$ cat src/rtl/linear_network_pkg.sv
// Shared constants and helpers for the linear network family (multicast and collect chains).
package linear_network_pkg;

    // Filler bit replicated to payload width on idle or reset data paths.
    localparam logic DUMMY_DATA = 1'b0;

    function automatic int id_width(input int n);
        int w;
        w = 1;
        if (n > 1) begin
            w = $clog2(n);
        end else begin
            w = 1;
        end
        return w;
    endfunction

endpackage

$ cat src/rtl/linear_collect_stage.sv
// One slot of the collection chain: slot register, 2:1 fair arbiter (through vs local), adv/take/ready.
// Source-tag register is built only when LINEAR_NETWORK_SRC_ID_EN is defined.
module linear_collect_stage
    import linear_network_pkg::*;
#(
    parameter int DATA_WIDTH = 32,
    parameter int ID_WIDTH   = 2,
    parameter int STAGE_ID   = 0
) (
    input  logic                  clk,
    input  logic                  rst_n,
    input  logic                  en,
    input  logic                  loc_valid,
    input  logic [DATA_WIDTH-1:0] loc_data,
    input  logic                  up_valid,
    input  logic [DATA_WIDTH-1:0] up_data,
    input  logic [ID_WIDTH-1:0]   up_id,
    input  logic                  dn_take,
    output logic                  valid,
    output logic [DATA_WIDTH-1:0] data,
    output logic [ID_WIDTH-1:0]   id,
    output logic                  up_take,
    output logic                  loc_ready
);

    localparam logic [ID_WIDTH-1:0] LOC_ID = ID_WIDTH'(STAGE_ID);

    logic                  valid_r;
    logic                  prio_r;
    logic [DATA_WIDTH-1:0] data_r;
    logic                  adv_s;
    logic                  loc_req_s;
    logic                  contend_s;
    logic                  grant_up_s;
    logic                  grant_loc_s;

    // Slot may load when empty or when its word leaves this cycle; prio_r breaks ties.
    always_comb begin
        adv_s       = ~valid_r | dn_take;
        loc_req_s   = en & loc_valid;
        contend_s   = up_valid & loc_req_s;
        grant_up_s  = 1'b0;
        grant_loc_s = 1'b0;
        if (adv_s) begin
            if (contend_s) begin
                grant_up_s  = ~prio_r;
                grant_loc_s = prio_r;
            end else begin
                grant_up_s  = up_valid;
                grant_loc_s = loc_req_s;
            end
        end else begin
            grant_up_s  = 1'b0;
            grant_loc_s = 1'b0;
        end
    end

    // Slot and priority state; priority flips only on a granted contention.
    always_ff @(posedge clk or negedge rst_n) begin
        if (!rst_n) begin
            valid_r <= 1'b0;
            data_r  <= {DATA_WIDTH{DUMMY_DATA}};
            prio_r  <= 1'b0;
        end else begin
            if (grant_up_s) begin
                valid_r <= 1'b1;
                data_r  <= up_data;
            end else if (grant_loc_s) begin
                valid_r <= 1'b1;
                data_r  <= loc_data;
            end else if (dn_take) begin
                valid_r <= 1'b0;
            end else begin
                valid_r <= valid_r;
            end
            if (adv_s & contend_s) begin
                prio_r <= ~prio_r;
            end else begin
                prio_r <= prio_r;
            end
        end
    end

`ifdef LINEAR_NETWORK_SRC_ID_EN
    logic [ID_WIDTH-1:0] id_r;

    // Tag follows the word: own index for local loads, upstream tag otherwise.
    always_ff @(posedge clk or negedge rst_n) begin
        if (!rst_n) begin
            id_r <= {ID_WIDTH{1'b0}};
        end else if (grant_up_s) begin
            id_r <= up_id;
        end else if (grant_loc_s) begin
            id_r <= LOC_ID;
        end else begin
            id_r <= id_r;
        end
    end

    assign id = id_r;
`else
    logic unused_id_s;
    assign unused_id_s = ^{up_id, LOC_ID};
    assign id          = {ID_WIDTH{1'b0}};
`endif

    assign valid     = valid_r;
    assign data      = data_r;
    assign up_take   = grant_up_s;
    assign loc_ready = grant_loc_s;

endmodule

$ cat src/rtl/linear_network_collect_seq.sv
// Pipelined linear collection chain: NUM_NODE injecting nodes feed a register chain draining to one sink.
// Optional source tagging is enabled by defining LINEAR_NETWORK_SRC_ID_EN.
module linear_network_collect_seq
    import linear_network_pkg::*;
#(
    parameter int DATA_WIDTH = 32,
    parameter int NUM_NODE   = 4,
    parameter int ID_WIDTH   = id_width(NUM_NODE)
) (
    input  logic                           clk,
    input  logic                           rst_n,
    input  logic                           i_en,
    input  logic [NUM_NODE-1:0]            i_valid,
    input  logic [NUM_NODE*DATA_WIDTH-1:0] i_data_bus,
    output logic [NUM_NODE-1:0]            o_ready,
    output logic                           o_valid,
    output logic [DATA_WIDTH-1:0]          o_data_bus,
    output logic [ID_WIDTH-1:0]            o_src_id,
    input  logic                           i_ready
);

    logic [NUM_NODE-1:0]   v_s;
    logic [NUM_NODE-1:0]   take_s;
    logic [DATA_WIDTH-1:0] d_s  [NUM_NODE];
    logic [ID_WIDTH-1:0]   id_s [NUM_NODE];
    logic                  en_s;

    // Qualifying injection with rst_n keeps every o_ready low while reset is held.
    assign en_s      = i_en & rst_n;
    assign take_s[0] = i_ready;

    for (genvar k = 0; k < NUM_NODE; k++) begin : g_stage
        logic                  up_valid_s;
        logic [DATA_WIDTH-1:0] up_data_s;
        logic [ID_WIDTH-1:0]   up_id_s;
        logic                  up_take_s;

        if (k == NUM_NODE - 1) begin : g_last
            logic unused_take_s;
            assign up_valid_s    = 1'b0;
            assign up_data_s     = {DATA_WIDTH{DUMMY_DATA}};
            assign up_id_s       = {ID_WIDTH{1'b0}};
            assign unused_take_s = up_take_s;
        end else begin : g_mid
            assign up_valid_s  = v_s[k+1];
            assign up_data_s   = d_s[k+1];
            assign up_id_s     = id_s[k+1];
            assign take_s[k+1] = up_take_s;
        end

        linear_collect_stage #(
            .DATA_WIDTH (DATA_WIDTH),
            .ID_WIDTH   (ID_WIDTH),
            .STAGE_ID   (k)
        ) u_stage (
            .clk       (clk),
            .rst_n     (rst_n),
            .en        (en_s),
            .loc_valid (i_valid[k]),
            .loc_data  (i_data_bus[k*DATA_WIDTH +: DATA_WIDTH]),
            .up_valid  (up_valid_s),
            .up_data   (up_data_s),
            .up_id     (up_id_s),
            .dn_take   (take_s[k]),
            .valid     (v_s[k]),
            .data      (d_s[k]),
            .id        (id_s[k]),
            .up_take   (up_take_s),
            .loc_ready (o_ready[k])
        );
    end

    assign o_valid = v_s[0];

    // Sink word and tag read as zero whenever the head slot is empty.
    always_comb begin
        o_data_bus = {DATA_WIDTH{DUMMY_DATA}};
        o_src_id   = {ID_WIDTH{1'b0}};
        if (v_s[0]) begin
            o_data_bus = d_s[0];
            o_src_id   = id_s[0];
        end else begin
            o_data_bus = {DATA_WIDTH{DUMMY_DATA}};
            o_src_id   = {ID_WIDTH{1'b0}};
        end
    end

endmodule

$ cat config.mk
export PLATFORM = sky130hd
export DESIGN_NAME = linear_network_collect_seq
export DESIGN_NICKNAME = d
export VERILOG_FILES = /design/src/rtl/linear_network_pkg.sv /design/src/rtl/linear_collect_stage.sv /design/src/rtl/linear_network_collect_seq.sv
export SDC_FILE = /design/constraint.sdc
export NUM_CORES = 1
export LEC_CHECK = 0
export ABC_AREA = 1
export BUFFER_PORTS_ARGS = -buffer_cell sky130_fd_sc_hd__buf_2
export CORE_AREA = 2 2 122 124
export DETAILED_ROUTE_END_ITERATION = 7
export DIE_AREA = 0 0 124 126
export PLACE_DENSITY_LB_ADDON = 0.05
export SLEW_MARGIN = 25
export SYNTH_ARGS = -nofsm -noshare
export SYNTH_HDL_FRONTEND = slang
export SYNTH_SLANG_ARGS = --single-unit
$ cat constraint.sdc
create_clock -name clk -period 3.27 [get_ports clk]
set_clock_uncertainty 0.15 [all_clocks]
set_input_delay 0.981 -clock clk [delete_from_list [all_inputs] [get_ports clk]]
set_output_delay 0.981 -clock clk [all_outputs]
set_load 0.02 [all_outputs]
==> results.txt <==
Worst R2R Path Depth = 12
Vias in the first global route = 5,389
Async SR Flop Fraction = 1.00
Initial DRC count = 409
Mapped Cells = 818
Fin crit period = 3.16 ns
Pre-CTS setup slack = -0.0317 ns
Final setup viols = 0
Placed instance count = 1,141
CTS Buf Count = 17
Status = finished, final reports clean
Minimum setup slack among reg-to-reg paths = 1.17 ns
Initial Utilization = 0.460
Area post-placement = 7580 um^2
Vias = 5,657
Warnings from Yosys = 0
Logic pwr share = 0.415
Peak VDD IR = 0.383 mV
GRT overflow = 0
Yosys cell types = 26
Std-Cell Rows = 44
FF+latch count, synth = 135
Internal power = 4.79 mW
Clock Power Share = 0.223
DR DRC count = 0
Vias per cell = 4.83
Critical Path Sink Type = output port
CP Class = input port to output port
Clock Latency Late Sink = 0.41 ns
Tcrit/Tclk final = 0.967
WL/cell = 13.7 um
Largest net degree at the start of global routing = 79
Fmax = 316 MHz
Die H = 126 um
Power density cells = 969 nW/um^2
Total power = 7.89 mW
DIE AREA = 15,600 um^2
Clk sinks = 135
Final Hold Viols = 0
# diodes = 0
Hold Path Class = input port to async pin
CP arrival = 2.03 ns
Non-Filler Instances = 1,172
Pleak = 4.54 nW
Final hold slack = 0.188 ns
CTS Hold Bufs = 0
Total GRT Usage = 0.214
R2R Path End = g_stage[2].u_stage.data[25]$_DFFE_PN0P_
Routability cong. = 0.776
Startpoint Class = input port
Sw Ratio = 0.393
Buffers on Ports = 172
Sequential fraction of the synthesis area = 0.513
Sw power = 3.10 mW
Part of the power in registers = 0.362
Drt first pass iters = 4
EDFF count, synth = 0
Ports = 175
Core Area = 14,300 um^2
Maximum clock insertion buffer count = 2
Worst reg2reg startpoint = g_stage[1].u_stage.valid$_DFFE_PN0P_
Worst EP required = 2.14 ns
Clock Pin Slew Worst Setup and Hold Paths = 0.05 ns
Max-slew violation count = 0
Design Area, Final = 8140 um^2
Die X = 124 um
Most used DFF post-synth = dfrtp_1
Area delta synth->final = 23.5%
Root Driver = clkbuf_16
Final worst slack = 0.109 ns
Total wire length = 16.0 mm
HPWL Detailed = 11.4 mm
First-pass GRT wire length = 26.2 mm
Unrepaired setup endpoints after global routing = no
Htree depth = 4
Relative slew slack = 0.519
Nets = 1,112
Measured slew at the worst slew-check pin = 0.721 ns
Max Fanout on Critical Path = 4
Max-cap violations = 0
Final ANT Viol Nets = 0
Share of layout cells above drive strength 1 = 0.233
CTS tree = done
Initial antenna violation count = 0
Netlist Area Pre-Place = 6590 um^2
Syn avg cell area = 8.06 um^2
power by group through the flow:
stage	Clock [mW]	Sequential, mW	Combinational, mW
2_1_floorplan	0	2.78	2.48
3_3_place_gp	0	2.85	3.22
3_5_place_dp	0	2.88	3.29
4_1_cts	1.79	2.86	3.31
5_1_grt	1.87	2.95	3.73
6_report	1.76	2.86	3.27
per-layer routing:
layer,wire (um),track usage,vias up
met5,0,0,-
met4,151,0.0535,0
met3,938,0.0476,13
met2,6970,0.307,164
met1,7970,0.327,2609
li1,-,-,2871
Yosys cell counts (2+ instances only):
master / n / area share
a21oi_1: 2 / 0.0015
a21oi_2: 2 / 0.0027
buf_1: 4 / 0.0023
buf_2: 17 / 0.013
buf_4: 12 / 0.014
buf_6: 5 / 0.0085
clkbuf_1: 14 / 0.0080
dfrtp_1: 135 / 0.51
inv_1: 112 / 0.064
nand2_1: 330 / 0.19
nand2_2: 3 / 0.0028
nand2_4: 5 / 0.0085
nand3_1: 67 / 0.051
nand3b_1: 32 / 0.036
nor2_1: 4 / 0.0023
o211ai_1: 64 / 0.073
per-stage QoR:
step | setup TNS [ns] | utilization
4_1_cts | 0 | 0.568
5_1_grt | 0 | 0.569
2_1_floorplan | 0 | -
3_3_place_gp | 0 | 0.529
6_report | 0 | 0.569
3_5_place_dp | -0.0317 | 0.529
worst max-delay path by stage:
stage	start	endpoint	cells after the start
after CTS	i_en	o_ready[3]	11
final	i_en	o_ready[3]	11
after global placement	i_en	o_ready[3]	11
after detailed placement	i_en	o_ready[3]	11
after floorplan	i_en	o_ready[3]	11
after global routing	i_en	o_ready[3]	11
registers in the layout (all words and copies together) (netlist names):
name / flops
g_stage.u_stage.prio_r: 3
g_stage.u_stage.valid: 4
g_stage.u_stage.data: 128
critical path, cell delays in order:
cell and delay, ns:
buf_2 0.11, nand2_2 0.13, nor2_1 0.09, a21boi_2 0.17, nand2_4 0.10, nand2_8 0.08
nand2_4 0.05, nand2_4 0.07, nand2_4 0.05, inv_1 0.04, buf_2 0.15
layout make-up:
type,instances,area [um^2]
clock inverters,2,10.0
repair buffers,190,1060
clock buffers,29,541
well taps,184,230
inverters,113,427
fillers,1420,6180
flip-flops and latches,135,3380
multi-input cells,519,2500
cells by family after synthesis:
family	Yosys count	share of synthesized area
other	1	0.000569
and+or+nand+nor	443	0.293
buffers and inverters	165	0.110
xor gates and xnor gates	1	0.00133
DFF	135	0.513
AOI/OAI and AO/OA	73	0.0824
placed cells by master (no fill, tap or decap), drive strengths merged:
| master | n |
|---|---|
| a21boi | 1 |
| o211ai | 64 |
| conb | 2 |
| nand4 | 1 |
| inv | 113 |
| a211oi | 1 |
| o21bai | 1 |
| o21a | 1 |
| clkinv | 2 |
| dfrtp | 135 |
| nand2 | 339 |
| o21ai | 1 |
| nand3 | 67 |
| buf | 190 |
| a21oi | 4 |
| nand3b | 32 |
| xor2 | 1 |
| nor2 | 4 |
| clkbuf | 29 |
repair_timing:
action,in CTS,in global routing
setup buffers,0,0
resized for setup,1,1
pin swaps,0,0
setup endpoints to repair,1,1
Power figures use the tool's default switching activity.
